File: src/rtl/execute_ex_mem.sv
// EX stage with forwarding and EX/MEM pipeline register; iterative multiplier
// present only when EXECUTE_MUL_EN is defined (otherwise opcode 6 is a NOP).
module execute_ex_mem #(
  parameter int MUL_CYCLES = 4
) (
  input  logic        clock,
  input  logic        reset,
  input  logic [19:0] instructionPropagation,
  input  logic [19:0] dataRFOut1,
  input  logic [19:0] dataRFOut2,
  input  logic [3:0]  ID_EX_op1,
  input  logic [3:0]  ID_EX_op2,
  input  logic [3:0]  opDestino,
  input  logic [3:0]  MEM_WB_rd,
  input  logic        MEM_WB_regwrite,
  input  logic [19:0] MEM_WB_data,
  output logic [19:0] EX_MEM_instruction,
  output logic [19:0] EX_MEM_result,
  output logic [19:0] EX_MEM_store_data,
  output logic [3:0]  EX_MEM_rd,
  output logic        EX_MEM_regwrite,
  output logic        EX_MEM_memread,
  output logic        EX_MEM_memwrite,
  output logic        stall_out
);
  if (MUL_CYCLES != 1 && MUL_CYCLES != 2 && MUL_CYCLES != 4 && MUL_CYCLES != 5) begin : g_bad_cfg
    $error("MUL_CYCLES must be 1, 2, 4 or 5");
  end

  localparam logic [3:0] OP_ADD = 4'h1, OP_SUB = 4'h2, OP_AND = 4'h3, OP_OR = 4'h4,
                         OP_SLT = 4'h5, OP_MUL = 4'h6, OP_LD = 4'h7, OP_ST = 4'h8;

  logic [3:0]  opcode, imm;
  logic [19:0] fwd_a, fwd_b;
  logic [19:0] alu_res;
  logic        alu_valid, alu_mr, alu_mw;

  logic [19:0] instr_q, instr_d, result_q, result_d, store_q, store_d;
  logic [3:0]  rd_q, rd_d;
  logic        rw_q, rw_d, mr_q, mr_d, mw_q, mw_d;

  assign opcode = instructionPropagation[19:16];
  assign imm    = instructionPropagation[3:0];

  // EX/MEM has priority over MEM/WB; r0 is never forwarded
  always_comb begin
    fwd_a = dataRFOut1;
    if (rw_q && rd_q == ID_EX_op1 && ID_EX_op1 != 4'd0) fwd_a = result_q;
    else if (MEM_WB_regwrite && MEM_WB_rd == ID_EX_op1 && ID_EX_op1 != 4'd0) fwd_a = MEM_WB_data;
    fwd_b = dataRFOut2;
    if (rw_q && rd_q == ID_EX_op2 && ID_EX_op2 != 4'd0) fwd_b = result_q;
    else if (MEM_WB_regwrite && MEM_WB_rd == ID_EX_op2 && ID_EX_op2 != 4'd0) fwd_b = MEM_WB_data;
  end

  always_comb begin
    alu_res   = 20'd0;
    alu_valid = 1'b1;
    alu_mr    = 1'b0;
    alu_mw    = 1'b0;
    case (opcode)
      OP_ADD:  alu_res = fwd_a + fwd_b;
      OP_SUB:  alu_res = fwd_a - fwd_b;
      OP_AND:  alu_res = fwd_a & fwd_b;
      OP_OR:   alu_res = fwd_a | fwd_b;
      OP_SLT:  alu_res = {19'd0, ($signed(fwd_a) < $signed(fwd_b))};
      OP_LD:   begin alu_res = fwd_a + {16'd0, imm}; alu_mr = 1'b1; end
      OP_ST:   begin alu_res = fwd_a + {16'd0, imm}; alu_mw = 1'b1; end
      default: alu_valid = 1'b0;
    endcase
  end

`ifdef EXECUTE_MUL_EN
  localparam int BITS = 20 / MUL_CYCLES;
  typedef enum logic [1:0] {IDLE, BUSY, DONE} state_t;

  state_t      state_q, state_d;
  logic [2:0]  count_q, count_d;
  logic [19:0] prod_q, prod_d, a_q, a_d, b_q, b_d, mul_instr_q, mul_instr_d;
  logic [3:0]  mul_rd_q, mul_rd_d;

  assign stall_out = !reset && ((state_q == IDLE && opcode == OP_MUL) || state_q == BUSY);
`else
  assign stall_out = 1'b0;
`endif

  always_comb begin
    instr_d  = instructionPropagation;
    result_d = alu_res;
    store_d  = alu_mw ? fwd_b : 20'd0;
    rd_d     = alu_valid ? opDestino : 4'd0;
    rw_d     = alu_valid && !alu_mw && opDestino != 4'd0;
    mr_d     = alu_mr;
    mw_d     = alu_mw;
`ifdef EXECUTE_MUL_EN
    state_d     = state_q;
    count_d     = count_q;
    prod_d      = prod_q;
    a_d         = a_q;
    b_d         = b_q;
    mul_instr_d = mul_instr_q;
    mul_rd_d    = mul_rd_q;
    if (state_q != IDLE || opcode == OP_MUL) begin
      instr_d  = 20'd0;
      result_d = 20'd0;
      store_d  = 20'd0;
      rd_d     = 4'd0;
      rw_d     = 1'b0;
      mr_d     = 1'b0;
      mw_d     = 1'b0;
    end
    case (state_q)
      IDLE: if (opcode == OP_MUL) begin
        a_d         = fwd_a;
        b_d         = fwd_b;
        mul_instr_d = instructionPropagation;
        mul_rd_d    = opDestino;
        count_d     = 3'd0;
        prod_d      = 20'd0;
        state_d     = BUSY;
      end
      BUSY: begin
        // shift-add: BITS multiplier bits retired per cycle, low 20 bits kept
        prod_d  = prod_q + 20'(a_q * 20'(b_q[BITS-1:0]));
        a_d     = a_q << BITS;
        b_d     = b_q >> BITS;
        count_d = count_q + 3'd1;
        if (count_q == 3'(MUL_CYCLES - 1)) state_d = DONE;
      end
      DONE: begin
        instr_d  = mul_instr_q;
        result_d = prod_q;
        rd_d     = mul_rd_q;
        rw_d     = mul_rd_q != 4'd0;
        state_d  = IDLE;
      end
      default: state_d = IDLE;
    endcase
`endif
  end

  always_ff @(posedge clock) begin
    if (reset) begin
      instr_q  <= 20'd0;
      result_q <= 20'd0;
      store_q  <= 20'd0;
      rd_q     <= 4'd0;
      rw_q     <= 1'b0;
      mr_q     <= 1'b0;
      mw_q     <= 1'b0;
`ifdef EXECUTE_MUL_EN
      state_q     <= IDLE;
      count_q     <= 3'd0;
      prod_q      <= 20'd0;
      a_q         <= 20'd0;
      b_q         <= 20'd0;
      mul_instr_q <= 20'd0;
      mul_rd_q    <= 4'd0;
`endif
    end else begin
      instr_q  <= instr_d;
      result_q <= result_d;
      store_q  <= store_d;
      rd_q     <= rd_d;
      rw_q     <= rw_d;
      mr_q     <= mr_d;
      mw_q     <= mw_d;
`ifdef EXECUTE_MUL_EN
      state_q     <= state_d;
      count_q     <= count_d;
      prod_q      <= prod_d;
      a_q         <= a_d;
      b_q         <= b_d;
      mul_instr_q <= mul_instr_d;
      mul_rd_q    <= mul_rd_d;
`endif
    end
  end

  assign EX_MEM_instruction = instr_q;
  assign EX_MEM_result      = result_q;
  assign EX_MEM_store_data  = store_q;
  assign EX_MEM_rd          = rd_q;
  assign EX_MEM_regwrite    = rw_q;
  assign EX_MEM_memread     = mr_q;
  assign EX_MEM_memwrite    = mw_q;
endmodule

File: config.mk
export PLATFORM = sky130hd
export DESIGN_NAME = execute_ex_mem
export DESIGN_NICKNAME = d
export VERILOG_FILES = /design/src/rtl/execute_ex_mem.sv
export SDC_FILE = /design/constraint.sdc
export NUM_CORES = 1
export LEC_CHECK = 0
export CAP_MARGIN = 20
export CELL_PAD_IN_SITES_DETAIL_PLACEMENT = 1
export CELL_PAD_IN_SITES_GLOBAL_PLACEMENT = 1
export CORE_MARGIN = 2
export CORE_UTILIZATION = 36
export DETAILED_ROUTE_END_ITERATION = 10
export PLACE_DENSITY_LB_ADDON = 0.12
export RECOVER_POWER = 25
export SYNTH_ARGS = -nofsm -noshare
export SYNTH_HDL_FRONTEND = slang
export SYNTH_SLANG_ARGS = --single-unit
export TNS_END_PERCENT = 100
File: constraint.sdc
create_clock -name clock -period 8.28 [get_ports clock]
set_input_delay 2.484 -clock clock [delete_from_list [all_inputs] [get_ports clock]]
set_output_delay 2.484 -clock clock [all_outputs]
set_load 0.01 [all_outputs]
==> summary.txt <==
Synth
  – Synth Register Bits: 67
  – Synth Cell Area: 0.006033 mm²
  – Largest cells by area after synthesis: dfxtp_1 (22%), ha_1 (13%), nor2_1 (6.1%)
  – Seq/Total Area, Yosys: 0.2223
  – Most used DFF post-synth: dfxtp_1
  – Asr flop ratio synth: 0
  – Synth cell count leaders: nor2_1 (98), dfxtp_1 (67), nand2_1 (65)
  – Netlist cell types: 74
  – Net Count, Synth: around 940
  – Cell type with the largest total area after synthesis: dfxtp_1
  – Mapped Cells: ~770
  – Count leader, synth: nor2_1
  – Mapped Avg Cell Area: roughly 7.8 µm²
  – Top cell type's share of synthesized area: 0.2223
  – EDFF count, synth: 0
  – Synth Warn #: 0

Route
  – Drc violations: 0
  – Drt first-iter violations: 297
  – Routed Antenna Nets: 0
  – Met3 Routed Length: 1.171 mm
  – DRT Wirelength: 23.05 mm
  – Met2 Routed Length: 11.35 mm
  – Top sig layer: met4
  – Via count: 6341
  – Avg WL per Cell: 19.94 µm
  – Vias per std cell: 5.485
  – Met1 WL: 10.10 mm
  – TritonRoute pass-1 iters: 6

Worst setup path
  – Largest stage delay, worst path: about 0.52 ns
  – Critical path cell sequence: clkdlybuf4s50_1, xnor2_1, nand4_1, nor2_4, mux2i_1, nor2_1, a21oi_1, o21ai_0, ha_1, a21o_1, a21oi_1, nor2_1, or2_2, maj3_2, nand3_1, nand2_1, a21o_1, a211oi_1, nor3_1, a211oi_1, o22ai_1
  – FF-to-FF setup slack: between 3 and 4 ns
  – Delay-heaviest family, CP: compound AO/OA/AOI/OAI gates
  – CP Data Arrival Time: roughly 7.6 ns
  – Crit path kind: input port to flip-flop
  – WP buf/inv: 1
  – Startpoint Class: input port
  – Crit path required time: 8.49 ns
  – Maximum net fanout on the critical path: 10
  – Slowest cell on the critical path: nor2_4
  – Worst setup EP type: flip-flop

Timing
  – Layout Skew: 0.01122 ns
  – Final setup fails: 0
  – Fin. max-slew vios: 0
  – Fmax achieved: 135.8 MHz
  – Slew @ Worst Pin: about 1.1 ns
  – WHS: 0.6265 ns
  – Sum of negative setup slack: 0 ns
  – Final min period: 7.366 ns
  – Period utilisation layout: 0.8896
  – RSZ-0062 raised after global routing: no
  – Final Hold Viols: 0
  – Max-slew headroom: 0.2837

Clocking
  – Total CTS buffers: 9
  – # hold bufs at CTS: 0
  – Clock latency on the worst-skew pair: 0.36 ns
  – Clock-pin slew on the worst setup and hold paths: about 0.060 ns
  – Sink Count: 67
  – CTS tree: done
  – Clock buffer depth: 2
  – Post-CTS setup buffer count: 0
  – PostCTS Resize Cnt: 0
  – Htree depth: 3
  – Clock Tree Root: clkbuf_16

Placed design
  – DPL Wire Length: 17.79 mm
  – Routability cong.: 0.8955
  – DP Area: around 0.008 mm²
  – Port bufs: between 150 and 200
  – Placed Instances: 1140

Power and ir drop
  – Switch Pwr: roughly 440 µW
  – Worst vdd ir: 0.09600 mV
  – Leak: 0.003301 µW
  – Clock power frac: 0.341
  – Seq pwr share: 0.280
  – Comb pwr share: 0.379
  – Switching Share: 0.3613
  – Internal power: 779.8 µW
  – Pwr dens: 148.2 mW/mm²
  – Overall power: 1221 µW

Layout
  – Layout area overhead: 36.54%
  – Nets: 1093
  – Ant diodes: 0
  – Final Non-Filler Cells: 1156
  – Layout cells sized above 1: 0.07372
  – Fin area: 0.008238 mm²
  – Layout fillers: approximately 2000

Floorplan
  – I/O Pins: 167
  – Row count: 47
  – Initial Utilization: 0.3664
  – Die H: 133.5 µm
  – Chip width: about 130 µm
  – Area of the die: 0.01781 mm²
  – Placeable Area: 0.01647 mm²

Global route
  – Grt total ovfl: 0
  – First-pass GRT wire length: 36.45 mm
  – Initial antenna violation count: 0
  – Global router's overall resource usage: 0.2598
  – Vias in the first global route: just under 7000
  – Largest net degree at the start of global routing: 24

Worst hold path
  – Worst hold path class: flip-flop to flip-flop

Run
  – MaxCap Viol Count: 0

Status
  – Status: finished clean
-- state kept, by name, indices dropped and copies added (netlist names) --
| register | cells |
|---|---|
| EX_MEM_instruction | 20 |
| EX_MEM_result | 20 |
| EX_MEM_store_data | 20 |
| EX_MEM_rd | 4 |
| EX_MEM_memread | 1 |
| EX_MEM_memwrite | 1 |
| EX_MEM_regwrite | 1 |
-- cells in the final DEF, fill, tap and decap left out, drive strengths merged, types with 15 or more instances in the layout --
cell,count
clkdlybuf4s50,151
nor2,100
dfxtp,67
nand2,66
ha,61
inv,58
a21oi,45
o21ai,43
xnor2,42
mux2i,32
nor2b,23
a221oi,19
o21a,15
-- power by group through the flow --
stage,registers (µW),logic (µW),clock network (µW)
3_3_place_gp,349,444,0
4_1_cts,342,462,424
6_report,342,463,416
2_1_floorplan,354,287,0
3_5_place_dp,349,456,0
5_1_grt,343,507,433
-- metrics by stage --
| step | setup slack [ns] | util |
|---|---|---|
| finish | 0.9138 | 0.5003 |
| global route | 0.4430 | 0.5003 |
| CTS | 0.9008 | 0.5003 |
| detailed placement | 0.5088 | 0.4818 |
| global placement | 0.8162 | 0.4818 |
| floorplan | 1.670 | - |
-- cells by family (layout without fill, tap and decap cells) --
family,Yosys count,in the layout,share of synthesized area
compound gates,199,199,0.2348
other cells,1,1,0.0006216
mux,33,33,0.05558
simple gates,267,267,0.2109
fa+ha+maj,68,68,0.1423
xor+xnor,56,56,0.08129
flops,67,67,0.2223
buf+inv,82,245,0.05226
-- worst paths after layout --
kind / endpoint / cells after the start / start
hold / removal: EX_MEM_store_data[12] / 2 / EX_MEM_result[12]
hold reg to reg: EX_MEM_store_data[12] / 2 / EX_MEM_result[12]
setup / recovery: EX_MEM_result[9] / 21 / ID_EX_op2[1]
setup reg to reg: EX_MEM_result[16] / 19 / EX_MEM_rd[1]
-- area by class of cell --
class                      count  area [µm²]  area share
clock buffer                   9       225.2     0.02734
clock inverter                 7       78.83    0.009569
inverter                      53       198.9     0.02415
multi-input combinational    624        4384      0.5322
sequential                    67        1341      0.1628
tap                          220       275.3     0.03341
timing repair buffer         176        1734      0.2105
-- worst reg2reg max path, cell delays in order (launching register included) --
cell and delay, ns:
dfxtp_1 0.40, xnor2_1 0.15, nand4_1 0.31, nor2_2 0.39, buf_4 0.28, nor2_1 0.07, a21oi_1 0.27, o21ai_0 0.16
ha_1 0.27, fa_1 0.50, a21oi_1 0.22, nor2_1 0.07, nor2_1 0.19, maj3_4 0.24, a31oi_4 0.12, a31o_1 0.29
a31oi_1 0.23, xnor2_1 0.12, a221oi_1 0.29, o22ai_1 0.11
-- routing by layer --
| metal | track usage | vias up |
|---|---|---|
| met4 | 0.08038 | 0 |
| met3 | 0.05213 | 34 |
| li1 | - | 3028 |
| met2 | 0.4585 | 174 |
| met5 | 0 | - |
| met1 | 0.3181 | 3105 |
Power figures use the tool's default switching activity.
